### src/rtl/uart_loader.sv
// UART-driven bus loader: decodes write/read frames from a byte stream and runs
// the matching bus cycles, returning one reply byte for reads.
module uart_loader #(
   parameter int unsigned TIMEOUT_CYCLES = 20000
) (
   input  logic        clk,
   input  logic        reset_n,
   input  logic [7:0]  rx_data,
   input  logic        rx_valid,
   input  logic        tx_busy,
   output logic [7:0]  tx_data,
   output logic        tx_start,
   input  logic        bus_access_strobe,
   input  logic [7:0]  bus_d_in,
   output logic [15:0] a,
   output logic [7:0]  d_out,
   output logic        select,
   output logic        r_w_n,
   output logic        busy,
   output logic        frame_error
);

   localparam int unsigned TmoW = (TIMEOUT_CYCLES < 2) ? 1 : $clog2(TIMEOUT_CYCLES + 1);
   localparam logic [TmoW-1:0] TmoLast = TmoW'(TIMEOUT_CYCLES - 1);

   localparam logic [7:0] CmdWrite = 8'h57;
   localparam logic [7:0] CmdRead  = 8'h52;

   typedef enum logic [2:0] {
      StIdle, StAddrHi, StAddrLo, StLen, StData, StWrite, StRead, StReply
   } state_e;

   state_e          state_q, state_d;
   logic            cmd_read_q, cmd_read_d;
   logic [15:0]     addr_q, addr_d;
   logic [15:0]     a_q, a_d;
   logic [7:0]      d_out_q, d_out_d;
   logic [8:0]      count_q, count_d;
   logic [TmoW-1:0] tmo_q, tmo_d;
   logic [7:0]      tx_data_q, tx_data_d;
   logic            tx_start_q, tx_start_d;
   logic            ferr_q, ferr_d;
   logic            in_frame;

   always_ff @(posedge clk or negedge reset_n) begin
      if (!reset_n) begin
         state_q    <= StIdle;
         cmd_read_q <= 1'b0;
         addr_q     <= '0;
         a_q        <= '0;
         d_out_q    <= '0;
         count_q    <= '0;
         tmo_q      <= '0;
         tx_data_q  <= '0;
         tx_start_q <= 1'b0;
         ferr_q     <= 1'b0;
      end else begin
         state_q    <= state_d;
         cmd_read_q <= cmd_read_d;
         addr_q     <= addr_d;
         a_q        <= a_d;
         d_out_q    <= d_out_d;
         count_q    <= count_d;
         tmo_q      <= tmo_d;
         tx_data_q  <= tx_data_d;
         tx_start_q <= tx_start_d;
         ferr_q     <= ferr_d;
      end
   end

   always_comb begin
      state_d    = state_q;
      cmd_read_d = cmd_read_q;
      addr_d     = addr_q;
      a_d        = a_q;
      d_out_d    = d_out_q;
      count_d    = count_q;
      tmo_d      = '0;
      tx_data_d  = tx_data_q;
      tx_start_d = 1'b0;
      ferr_d     = ferr_q;

      in_frame = (state_q == StAddrHi) || (state_q == StAddrLo) ||
                 (state_q == StLen) || (state_q == StData);
      if (in_frame) begin
         tmo_d = rx_valid ? '0 : tmo_q + 1'b1;
      end

      case (state_q)
         StIdle: begin
            if (rx_valid && (rx_data == CmdWrite || rx_data == CmdRead)) begin
               state_d    = StAddrHi;
               cmd_read_d = (rx_data == CmdRead);
               ferr_d     = 1'b0;
            end
         end
         StAddrHi: begin
            if (rx_valid) begin
               addr_d[15:8] = rx_data;
               state_d      = StAddrLo;
            end
         end
         StAddrLo: begin
            if (rx_valid) begin
               addr_d[7:0] = rx_data;
               state_d     = cmd_read_q ? StRead : StLen;
            end
         end
         StLen: begin
            if (rx_valid) begin
               count_d = (rx_data == 8'h00) ? 9'd256 : {1'b0, rx_data};
               state_d = StData;
            end
         end
         StData: begin
            if (rx_valid) begin
               d_out_d = rx_data;
               state_d = StWrite;
            end
         end
         // Overrun takes priority over a completing bus cycle: the cycle is abandoned.
         StWrite: begin
            if (rx_valid) begin
               ferr_d  = 1'b1;
               state_d = StIdle;
            end else if (bus_access_strobe) begin
               addr_d  = addr_q + 16'd1;
               count_d = count_q - 1'b1;
               state_d = (count_q == 9'd1) ? StIdle : StData;
            end
         end
         StRead: begin
            if (rx_valid) begin
               ferr_d  = 1'b1;
               state_d = StIdle;
            end else if (bus_access_strobe) begin
               tx_data_d = bus_d_in;
               state_d   = StReply;
            end
         end
         StReply: begin
            if (rx_valid) begin
               ferr_d  = 1'b1;
               state_d = StIdle;
            end else if (!tx_busy) begin
               tx_start_d = 1'b1;
               state_d    = StIdle;
            end
         end
         default: state_d = StIdle;
      endcase

      if (in_frame && !rx_valid && tmo_q == TmoLast) begin
         ferr_d  = 1'b1;
         state_d = StIdle;
         tmo_d   = '0;
      end

      // The visible address only moves when a bus cycle is (re)entered.
      if (state_d == StWrite || state_d == StRead) begin
         a_d = addr_d;
      end
   end

   assign select      = (state_q == StWrite) || (state_q == StRead);
   assign r_w_n       = (state_q != StWrite);
   assign busy        = (state_q != StIdle);
   assign a           = a_q;
   assign d_out       = d_out_q;
   assign tx_data     = tx_data_q;
   assign tx_start    = tx_start_q;
   assign frame_error = ferr_q;

endmodule

### config.mk
export PLATFORM = sky130hd
export DESIGN_NAME = uart_loader
export DESIGN_NICKNAME = d
export VERILOG_FILES = /design/src/rtl/uart_loader.sv
export SDC_FILE = /design/constraint.sdc
export NUM_CORES = 1
export LEC_CHECK = 0
export BUFFER_PORTS_ARGS = -buffer_cell sky130_fd_sc_hd__buf_2
export CAP_MARGIN = 15
export CELL_PAD_IN_SITES_DETAIL_PLACEMENT = 1
export CELL_PAD_IN_SITES_GLOBAL_PLACEMENT = 1
export CORE_MARGIN = 2
export CORE_UTILIZATION = 45
export DETAILED_ROUTE_END_ITERATION = 10
export HOLD_SLACK_MARGIN = 0.1
export PLACE_DENSITY_LB_ADDON = 0.2
export SLEW_MARGIN = 20
export SYNTH_ARGS = -nofsm -noshare
export SYNTH_HDL_FRONTEND = slang
export SYNTH_SLANG_ARGS = --single-unit
### constraint.sdc
create_clock -name clk -period 2.65 [get_ports clk]
set_clock_uncertainty 0.15 [all_clocks]
set_input_delay 0.53 -clock clk [delete_from_list [all_inputs] [get_ports clk]]
set_output_delay 0.53 -clock clk [all_outputs]
set_load 0.02 [all_outputs]
; Yosys cells after proc, flatten, opt, wreduce, memory -nomap -nowiden
; Index checks and enable logic that the tools add are counted.
[totals]
register_bits = 78
[classes]
add_sub_neg = 3
n_eq_ne = 19
muxes = 36
n_bitwise = 1
reduce_logical = 21
[op_table]
columns = operator, count
row1 = 15-bit 2-to-1 mux, 3
row2 = 3-bit 2-to-1 mux, 14
row3 = 9-bit 2-to-1 mux, 4
row4 = 16-bit 2-to-1 mux, 2
row5 = 8-bit one-hot mux with 2 select lines, 2
row6 = 3-bit one-hot mux with 8 select lines, 1
row7 = "3-bit equality test, second input constant", 6
row8 = 9-bit one-hot mux with 2 select lines, 1
row9 = "16-bit by 1-bit adder with 16-bit output, second input constant", 1
row10 = "8-bit by 7-bit equality test with 1-bit output, second input constant", 2
row11 = 8-bit 2-to-1 mux, 2
row12 = "15-bit by 1-bit adder with 15-bit output, second input constant", 1
row13 = "15-bit equality test, second input constant", 1
row14 = "9-bit by 1-bit equality test with 1-bit output, second input constant", 1
row15 = "9-bit by 1-bit subtractor with 9-bit output, second input constant", 1
row16 = 8-bit logical NOT, 1
row17 = "3-bit by 2-bit equality test with 1-bit output, second input constant", 2
row18 = 1-bit logical OR, 6
row19 = 1-bit 2-to-1 mux, 6
row20 = "2-bit != test, second input constant", 3
row21 = "3-bit != test, second input constant", 2
row22 = 3-bit AND reduction, 2
row23 = 3-bit nonzero test, 2
row24 = 2-bit AND reduction, 2
row25 = 10 further kinds, 12

; Logic depth before layout (Yosys ltp)
; Gate-level depths: netlist of the first run.
[depth]
depth_word = 9
depth_mapped = 9

; Worst setup path after synthesis of the first run
; Ideal clock, no wire load.
[synth_timing]
path_kind = reg2out
from = register state_q[2]
to = output select
t_arrival_ps = 1619
slack_ps = 351
path_stages_with_launch = 5
n_path_buf = 3
cell_sequence = dfrtp_1 buf_4 buf_2 buf_1 a21boi_0
[synth_via]
elab_chain_cells = 2
word_cells_on_any_way = 3
classes_between = 2 x eq/ne / 1 x reduce/logical
[synth_rtl]
columns = element, line
row1 = "start, declared", 33  ; state_e state_q, state_d;
row2 = "start signal, assigned", 47  ; state_q <= StIdle;
row3 = "start signal, assigned", 58  ; state_q <= state_d;
row4 = 3-bit equality test, 165  ; assign select = (state_q == StWrite) || (state_q == StRead);
row5 = 1-bit logical OR (*), 165
row6 = "end, declared", 17  ; output logic select,
; Every way passes the cells marked *; elsewhere a longest branch is shown, timed or not.

; Final worst setup path of the first run
[layout_timing]
from = register state_q[1]
to = output r_w_n
[layout_via]
elab_chain_cells = 1
[layout_rtl]
columns = element, line
row1 = 3-bit != test, 166  ; assign r_w_n = (state_q != StWrite);
row2 = "end, declared", 18  ; output logic r_w_n,
; No other way between the ends.

==> tab_implementation.tex, run 1 <==
\begin{tabular}{lr}
\hline
Metric & Value \\
\hline
\multicolumn{2}{l}{\textbf{Finish}} \\
\quad Most frequent standard cell in the layout excluding fill and tap cells & sky130\_fd\_sc\_hd\_\_dfrtp\_1 \\
\quad Utilization after layout & 53.1\% \\
\quad Highest-count cells in the layout ignoring fill and taps & sky130\_fd\_sc\_hd\_\_dfrtp\_1 (76), sky130\_fd\_sc\_hd\_\_buf\_2 (56), sky130\_fd\_sc\_hd\_\_nor2\_1 (50) \\
\quad Count of nets after finishing & 501 \\
\quad Final antenna diode count & 0 \\
\quad P\&R area growth vs syn & 16.2\% \\
\quad Fraction of layout cells with a size suffix above 1 & 28.4\% \\
\quad Final standard cell count with taps included and fillers excluded & 590 \\
\multicolumn{2}{l}{\textbf{Clocking}} \\
\quad Clock Latency Late Sink & 0.36 ns \\
\quad Setup Buffers After CTS & 0 \\
\quad TritonCTS clock tree & yes \\
\quad Clock tree buffer depth & 2 \\
\quad Total number of H-tree levels & 3 \\
\quad Number of clock buffers inserted by TritonCTS & 9 \\
\quad Clock-pin slew reported for the worst setup and hold paths after clock tree synthesis & 0.08 ns \\
\quad Sink count of the clock tree & 78 \\
\quad Root Buffer Master & sky130\_fd\_sc\_hd\_\_clkbuf\_8 \\
\multicolumn{2}{l}{\textbf{Critical path}} \\
\quad Reg-to-reg endpoint & a[5] \\
\quad Cell type group with the largest total delay on the critical path & buffers and inverters \\
\quad Number of cells on the worst reg-to-reg path & 7 \\
\quad CP Capture Type & output port \\
\quad Chain of cells forming the critical path & nand2b\_4, nor2\_8, inv\_4, buf\_4, buf\_2 \\
\quad Flop-to-flop setup slack & 0.22 ns \\
\quad Sum of buffers and inverters on the critical path & 3 \\
\quad Critical path data required time & 1.97 ns \\
\quad Element type at the critical path start & flip-flop \\
\quad RR Startpoint & tmo\_q[0] \\
\quad Path type of the worst setup path & reg2out \\
\quad First element of the critical path & state\_q[1] \\
\quad Arrival @ worst endpoint & 1.81 ns \\
\quad Critical Path Max Stage Delay & 0.57 ns \\
\quad Max Fanout on Critical Path & 32 \\
\quad Slowest stage cell, crit path & sky130\_fd\_sc\_hd\_\_dfrtp\_2 \\
\multicolumn{2}{l}{\textbf{STA}} \\
\quad Aggregate negative setup slack & 0 ns \\
\quad Worst slew pin tran & 0.578 ns \\
\quad Post-layout min period & 2.49 ns \\
\quad Final Hold Viols & 0 \\
\quad Pins Over Slew Limit & 0 \\
\quad Total of endpoints with negative setup slack in the final report & 0 \\
\quad Unrepaired setup endpoints after global routing & no \\
\quad Fraction of the cycle the final worst path needs & 93.8\% \\
\quad F\_max & 0.402 GHz \\
\quad Max\_slew headroom & 61.5\% \\
\multicolumn{2}{l}{\textbf{Yosys}} \\
\quad Distinct cells, synth & 63 \\
\quad Syn Area/Cell & 10.1 µm² \\
\quad Synthesized instance count & 411 \\
\quad Post-synthesis instance area & 4140 µm² \\
\quad Portion of the post-synthesis area used by sequential elements & 47.1\% \\
\quad Syn\_nets & 436 \\
\quad Ys Warns & 0 \\
\quad Synthesis-stage register bit count & 78 \\
\multicolumn{2}{l}{\textbf{Routing}} \\
\quad Post-route ant nets & 0 \\
\quad Vias after detailed routing & 3,399 \\
\quad Total DRC errors in the routed layout & 0 \\
\quad Length of the first detailed-routing pass in iterations & 4 \\
\quad Total Routed Length & 10.8 mm \\
\quad Routed vias/inst & 5.76 \\
\quad Wire length per cell & 18.2 µm \\
\quad DRC violation total after the first TritonRoute iteration & 141 \\
\multicolumn{2}{l}{\textbf{Power}} \\
\quad Largest voltage drop on the vdd net & 414 µV \\
\quad Leakage power & 0.00231 µW \\
\quad Final Power & 4630 µW \\
\quad Total power divided by cell area & 964 nW/µm² \\
\multicolumn{2}{l}{\textbf{Floorplan}} \\
\quad Width of the die & 99.9 µm \\
\quad Die Area & 9980 µm² \\
\quad Effective utilization at floorplan & 45.7\% \\
\quad I/O pins & 58 \\
\quad Die H & 99.9 µm \\
\quad Standard cell core area & 9060 µm² \\
\quad Site row count & 35 \\
\multicolumn{2}{l}{\textbf{Placement}} \\
\quad Post-DP HPWL & 7.67 mm \\
\quad GP Congestion & 0.818 \\
\quad Total of buffers placed on input and output ports & 57 \\
\quad Placed instance count & 575 \\
\multicolumn{2}{l}{\textbf{Global route}} \\
\quad Residual overflow from global routing & 0 \\
\quad Vias in the first global route & 3,511 \\
\quad Global-route total usage across every layer & 22.8\% \\
\quad Wire length of the first global-routing pass & 17.9 mm \\
\quad Pin count of the biggest net entering global routing & 43 \\
\quad Initial antenna violation count & 0 \\
\multicolumn{2}{l}{\textbf{Run status}} \\
\quad Run status & completed \\
\multicolumn{2}{l}{\textbf{Min path}} \\
\quad Hold EP & tx\_data[5] \\
\quad Class of the tightest hold or removal check & in2reg \\
\quad Cells on Worst Hold Path & 2 \\
\quad Launch instance of the worst min-delay path & bus\_d\_in[5] \\
\multicolumn{2}{l}{\textbf{Job}} \\
\quad Max-cap viol count & 0 \\
\hline
\end{tabular}
==> final cells by class <==
class / count / area, µm²
Multi-Input combinational cell: 305 / 2050
Clock buffer: 10 / 138
Fill cell: 1053 / 4260
Timing Repair Buffer: 71 / 408
Tap cell: 111 / 139
Clock inverter: 4 / 72.6
Inverter: 11 / 43.8
Sequential cell: 78 / 1950
==> layer usage <==
layer	vias up	wire (µm)	GRT usage, %
met2	81	5320	37.9
li1	1594	-	-
met1	1713	4770	30.4
met5	-	0	0
met3	11	542	4.67
met4	0	123	6.32
==> stage by stage <==
step,setup slack (ns),instance area (µm²),hold WS (ns)
floorplan,0.351,4140,0.0844
detailed placement,0.183,4590,0.338
global route,0.0304,4810,0.234
CTS,0.0288,4810,0.227
finish,0.165,4810,0.246
global placement,0.207,4590,0.320
==> synth_stat cells (all sizes together) <==
cell type  number  area share, %
a211o           1           0.21
a211oi          2           0.66
a21boi          1           0.18
a21o            2           0.36
a21oi          24            2.9
a221o           1           0.24
a221oi          2           0.42
a22oi           4           0.73
a31oi           4           0.76
a32oi           3           0.63
and2            2           0.30
and3            4           0.60
and4            2           0.42
and4b           1           0.24
buf            11            1.6
clkbuf          6           0.54
dfrtp          78             47
ha              4            1.2
inv            11            1.1
mux2           34             10
mux2i           4           0.97
nand2          39            3.7
nand2b          6            1.1
nand3          12            1.5
nand3b          3           0.85
nand4           8            1.4
nand4b          1           0.21
nor2           52            5.2
nor2b           4           0.60
nor3           15            2.3
nor3b           2           0.36
nor4            4           0.97
nor4b           2           0.42
nor4bb          1           0.24
o211ai          1           0.18
o21ai          30            3.6
o221ai          1           0.21
o22ai           6           0.91
o311ai          1           0.21
o31ai           2           0.48
or3             3           0.45
or3b            1           0.21
xnor2           6            1.5
xor2           10            2.1
==> cell families (layout without fill, tap and decap cells) <==
family,after synthesis,after routing,share of synthesized area (%)
multiplexers,38,38,11.1
flip-flops,78,78,47.1
XOR/XNOR,16,16,3.57
AO/OA/AOI/OAI,85,85,12.7
adder cells (fa/ha/maj),4,4,1.21
buffers and inverters,28,96,3.23
AND/OR/NAND/NOR,162,162,21.0
==> timing repair <==
| item | CTS | global route |
|---|---|---|
| hold endpoints to repair | 36 | 0 |
| hold buffers | 1 | 0 |
| endpoints found under the setup margin | 1 | 2 |
| resized for setup | 1 | 1 |
==> power breakdown <==
part	leakage [µW]	internal, µW	switching (µW)
Combinational	0.00118	701	1020
Clock	0.000104	544	434
Sequential	0.00102	1550	393
Total	0.00231	2790	1840
==> registers in the layout, summed over array words and instances (netlist names) <==
| name | cells |
|---|---|
| tx_data | 8 |
| tmo_q | 15 |
| cmd_read_q | 1 |
| frame_error | 1 |
| count_q | 9 |
| tx_start | 1 |
| state_q | 3 |
| addr_q | 16 |
| d_out | 8 |
| a | 16 |
==> how the worst max path moves through the flow <==
stage / to / slack, ns / depth (start not counted)
floorplan: select / 0.35 / 4
global placement: a[4] / 0.21 / 7
detailed placement: a[10] / 0.18 / 7
CTS: select / 0.03 / 4
global route: select / 0.03 / 4
finish: r_w_n / 0.16 / 5
No activity file was read; power rests on OpenSTA's default activity.
==> run 2, diff against run 1 <==
- ABC_AREA: default -> 1
- CORE_UTILIZATION: 45 -> 42
- HOLD_SLACK_MARGIN: 0.1 -> default
==> run 2 against run 1 <==
Compared with the run above:
- synthesized cell count up 40%
- largest cell class unchanged
- total power is 25% higher
- hold slack worse by 0.037 ns
- utilization fell by 3.7 points
- non-clock buffer count decreased by 3
- wire length rose by 16%
- synthesized area up 5.8%
==> tab_implementation.tex, run 2 <==
\begin{tabular}{lr}
\hline
Metric & Value \\
\hline
\multicolumn{2}{l}{\textbf{STA}} \\
\quad Fraction of the cycle the final worst path needs & 93.9\% (was 93.8\%) \\
\quad Pins Over Slew Limit & 0 (unchanged) \\
\quad Final Hold Viols & 0 (unchanged) \\
\quad F\_max & 0.402 GHz (about the same) \\
\quad Post-layout min period & 2.49 ns (about the same) \\
\quad Final hold slack & 0.209 ns (was 0.246 ns) \\
\quad Max\_slew headroom & 64.4\% (was 61.5\%) \\
\quad Aggregate negative setup slack & 0 ns (unchanged) \\
\quad Least setup slack across all paths after layout & 0.163 ns (was 0.165 ns) \\
\quad Unrepaired setup endpoints after global routing & no (unchanged) \\
\quad Worst slew pin tran & 0.532 ns (was 0.578 ns) \\
\quad Total of endpoints with negative setup slack in the final report & 0 (unchanged) \\
\multicolumn{2}{l}{\textbf{Routing}} \\
\quad Wire length per cell & 16.0 µm (was 18.2 µm) \\
\quad DRC violation total after the first TritonRoute iteration & 199 (was 141) \\
\quad Vias after detailed routing & 4,124 (was 3,399) \\
\quad Routed vias/inst & 5.30 (was 5.76) \\
\quad Total Routed Length & 12.4 mm (was 10.8 mm) \\
\quad Total DRC errors in the routed layout & 0 (unchanged) \\
\quad Post-route ant nets & 0 (unchanged) \\
\quad Length of the first detailed-routing pass in iterations & 4 (unchanged) \\
\multicolumn{2}{l}{\textbf{Clocking}} \\
\quad Sink count of the clock tree & 78 (unchanged) \\
\quad Clock Latency Late Sink & 0.36 ns (about the same) \\
\quad Total number of H-tree levels & 3 (unchanged) \\
\quad Clock tree buffer depth & 2 (unchanged) \\
\quad Number of clock buffers inserted by TritonCTS & 9 (unchanged) \\
\quad Clock-pin slew reported for the worst setup and hold paths after clock tree synthesis & 0.08 ns (about the same) \\
\quad TritonCTS clock tree & yes (unchanged) \\
\quad Root Buffer Master & sky130\_fd\_sc\_hd\_\_clkbuf\_8 (unchanged) \\
\quad Setup Buffers After CTS & 0 (unchanged) \\
\multicolumn{2}{l}{\textbf{Power}} \\
\quad Largest voltage drop on the vdd net & 484 µV (was 414 µV) \\
\quad Total power divided by cell area & 1150 nW/µm² (was 964 nW/µm²) \\
\quad Leakage power & 0.00249 µW (was 0.00231 µW) \\
\multicolumn{2}{l}{\textbf{Yosys}} \\
\quad Largest cells by area after synthesis & sky130\_fd\_sc\_hd\_\_dfrtp\_1 (45\%), sky130\_fd\_sc\_hd\_\_nand2\_1 (14\%), sky130\_fd\_sc\_hd\_\_nand3\_1 (7.3\%) (was sky130\_fd\_sc\_hd\_\_dfrtp\_1 (47\%), sky130\_fd\_sc\_hd\_\_mux2\_2 (6.5\%), sky130\_fd\_sc\_hd\_\_nor2\_1 (4.5\%)) \\
\quad Top FF cell, synth & sky130\_fd\_sc\_hd\_\_dfrtp\_1 (unchanged) \\
\quad Area share of the largest cell type after synthesis & 44.5\% (was 47.1\%) \\
\quad Ys Warns & 0 (unchanged) \\
\quad Most common cell in the netlist & sky130\_fd\_sc\_hd\_\_nand2\_1 (was sky130\_fd\_sc\_hd\_\_dfrtp\_1) \\
\quad Count of flip-flops with a built-in enable after synthesis & 0 (unchanged) \\
\quad Main combinational cell family by area after synthesis & simple AND/OR/NAND/NOR gates (unchanged) \\
\quad Synth async-reset ratio & 100\% (unchanged) \\
\quad Syn Area/Cell & 7.59 µm² (was 10.1 µm²) \\
\quad Adder-cell share of the synthesized area & 1.14\% (was 1.21\%) \\
\quad XOR/XNOR Fraction of Synth Area & 2.20\% (was 3.57\%) \\
\quad Top cell types by occurrence after synthesis & sky130\_fd\_sc\_hd\_\_nand2\_1 (169), sky130\_fd\_sc\_hd\_\_dfrtp\_1 (78), sky130\_fd\_sc\_hd\_\_nand3\_1 (64) (was sky130\_fd\_sc\_hd\_\_dfrtp\_1 (78), sky130\_fd\_sc\_hd\_\_nor2\_1 (50), sky130\_fd\_sc\_hd\_\_nand2\_1 (38)) \\
\quad Portion of the post-synthesis area used by sequential elements & 44.5\% (was 47.1\%) \\
\quad Fraction of the mapped netlist area in compound gates & 10.2\% (was 12.7\%) \\
\quad Synthesized instance count & 577 (was 411) \\
\quad Simple logic cell fraction of the synthesized area & 34.7\% (was 21.0\%) \\
\quad Distinct cells, synth & 38 (was 63) \\
\quad Share of synthesized area spent on multiplexers & 0\% (was 11.1\%) \\
\quad Synthesis-stage register bit count & 78 (unchanged) \\
\quad Post-synthesis instance area & 4380 µm² (was 4140 µm²) \\
\quad Most area-hungry cell type in the Yosys netlist & sky130\_fd\_sc\_hd\_\_dfrtp\_1 (unchanged) \\
\quad Syn\_nets & 602 (was 436) \\
\multicolumn{2}{l}{\textbf{Finish}} \\
\quad Count of nets after finishing & 662 (was 501) \\
\quad Fillers & 1,311 (was 1,053) \\
\quad Fraction of layout cells with a size suffix above 1 & 18.2\% (was 28.4\%) \\
\quad P\&R area growth vs syn & 15.1\% (was 16.2\%) \\
\quad Highest-count cells in the layout ignoring fill and taps & sky130\_fd\_sc\_hd\_\_nand2\_1 (169), sky130\_fd\_sc\_hd\_\_dfrtp\_1 (77), sky130\_fd\_sc\_hd\_\_nand3\_1 (64) (was sky130\_fd\_sc\_hd\_\_dfrtp\_1 (76), sky130\_fd\_sc\_hd\_\_buf\_2 (56), sky130\_fd\_sc\_hd\_\_nor2\_1 (50)) \\
\quad Most frequent standard cell in the layout excluding fill and tap cells & sky130\_fd\_sc\_hd\_\_nand2\_1 (was sky130\_fd\_sc\_hd\_\_dfrtp\_1) \\
\quad Final antenna diode count & 0 (unchanged) \\
\multicolumn{2}{l}{\textbf{Placement}} \\
\quad Total of buffers placed on input and output ports & 57 (unchanged) \\
\quad Post-DP HPWL & 9.18 mm (was 7.67 mm) \\
\quad Place WS & 0.253 ns (was 0.183 ns) \\
\quad GP Congestion & 0.878 (was 0.818) \\
\multicolumn{2}{l}{\textbf{Global route}} \\
\quad Vias in the first global route & 4,287 (was 3,511) \\
\quad Residual overflow from global routing & 0 (unchanged) \\
\quad Wire length of the first global-routing pass & 21.0 mm (was 17.9 mm) \\
\quad Global-route total usage across every layer & 23.5\% (was 22.8\%) \\
\quad Initial antenna violation count & 0 (unchanged) \\
\quad Pin count of the biggest net entering global routing & 54 (was 43) \\
\multicolumn{2}{l}{\textbf{Critical path}} \\
\quad First element of the critical path & state\_q[0] (was state\_q[1]) \\
\quad Path type of the worst setup path & reg2out (unchanged) \\
\quad CP Capture Type & output port (unchanged) \\
\quad Reg-to-reg endpoint & a[7] (was a[5]) \\
\quad RR Startpoint & state\_q[0] (was tmo\_q[0]) \\
\quad Number of cells on the worst reg-to-reg path & 10 (was 7) \\
\quad Max Fanout on Critical Path & 13 (was 32) \\
\quad Critical path data required time & 1.97 ns (about the same) \\
\quad Arrival @ worst endpoint & 1.81 ns (about the same) \\
\quad Flop-to-flop setup slack & 0.32 ns (was 0.22 ns) \\
\quad End point of the critical path & select (was r\_w\_n) \\
\quad Element type at the critical path start & flip-flop (unchanged) \\
\multicolumn{2}{l}{\textbf{Min path}} \\
\quad Class of the tightest hold or removal check & in2reg (unchanged) \\
\multicolumn{2}{l}{\textbf{Job}} \\
\quad Max-cap viol count & 0 (unchanged) \\
\multicolumn{2}{l}{\textbf{Floorplan}} \\
\quad Standard cell core area & 10,200 µm² (was 9060 µm²) \\
\quad Die H & 106 µm (was 99.9 µm) \\
\quad Effective utilization at floorplan & 42.8\% (was 45.7\%) \\
\quad I/O pins & 58 (unchanged) \\
\quad Die Area & 11,300 µm² (was 9980 µm²) \\
\quad Site row count & 37 (was 35) \\
\quad Width of the die & 106 µm (was 99.9 µm) \\
\multicolumn{2}{l}{\textbf{Run status}} \\
\quad Run status & completed (unchanged) \\
\hline
\end{tabular}
[run 2: cell count changes after synthesis, moves of 9 or more]
cell / change
sky130_fd_sc_hd__mux2_2: -24
sky130_fd_sc_hd__nand2_1: +131
sky130_fd_sc_hd__mux2_4: -10
sky130_fd_sc_hd__nand2_2: +9
sky130_fd_sc_hd__o211ai_1: +13
sky130_fd_sc_hd__inv_1: +38
sky130_fd_sc_hd__nand3_1: +52
[run 2: logic make-up (layout without fill, tap and decap cells)]
family | after synthesis | in the layout
simple gates | 339 | 339
flops | 78 | 78
compound gates | 75 | 75
buf+inv | 70 | 135
xor+xnor | 11 | 11
fa+ha+maj | 4 | 4
[run 2: metal layers]
metal  routed length, µm  track usage, %
met1                5730            30.2
met4                 260            9.02
met2                6020            39.8
met5                   0               0
met3                 436            3.99
[run 2: layout make-up]
type | count | area, µm² | area share (%)
multi-input combinational | 429 | 2110 | 41.9
sequential | 78 | 1950 | 38.7
timing repair buffer | 68 | 385 | 7.64
inverter | 51 | 191 | 3.79
tap | 136 | 170 | 3.37
clock buffer | 10 | 138 | 2.73
clock inverter | 6 | 93.8 | 1.86
[run 2: worst max-delay path, cell delays in order, from the launching register on]
cell                      delay [ns]
sky130_fd_sc_hd__dfrtp_1        0.57
sky130_fd_sc_hd__inv_2          0.09
sky130_fd_sc_hd__nor2_2         0.12
sky130_fd_sc_hd__nand2_2        0.18
sky130_fd_sc_hd__buf_4          0.25
sky130_fd_sc_hd__nand2_1        0.07
sky130_fd_sc_hd__buf_2          0.16
[run 2: what timing repair did]
item                                    4_1_cts  5_1_grt
resized for setup                             0        1
hold buffers                                  1        0
endpoints found under the hold margin        25        0
endpoints found under the setup margin        0        1
[run 2: stage by stage]
stage / utilization (%) / total power (µW) / instances / cell area (µm²)
2_1_floorplan: - / 3980 / 577 / 4380
3_3_place_gp: 46.9 / 4670 / 761 / 4800
3_5_place_dp: 46.9 / 4790 / 761 / 4800
4_1_cts: 49.3 / 5850 / 778 / 5040
5_1_grt: 49.3 / 6260 / 778 / 5040
6_report: 49.3 / 5780 / 778 / 5040
[run 2: worst min-delay path by stage]
stage | startpoint | end | slack, ns | cells past startpoint
after floorplan | reset_n | a[0] | 0.08 | 0
after global placement | tmo_q[0] | tmo_q[0] | 0.30 | 1
after detailed placement | a[13] | a[13] | 0.31 | 2
after CTS | bus_d_in[0] | tx_data[0] | 0.20 | 3
after global routing | bus_d_in[0] | tx_data[0] | 0.21 | 3
final | bus_d_in[0] | tx_data[0] | 0.21 | 3
[run 2: report_power, final]
part	internal [µW]	switching [µW]
sequential	1630	415
clock	562	471
combinational	852	1850
total	3050	2740
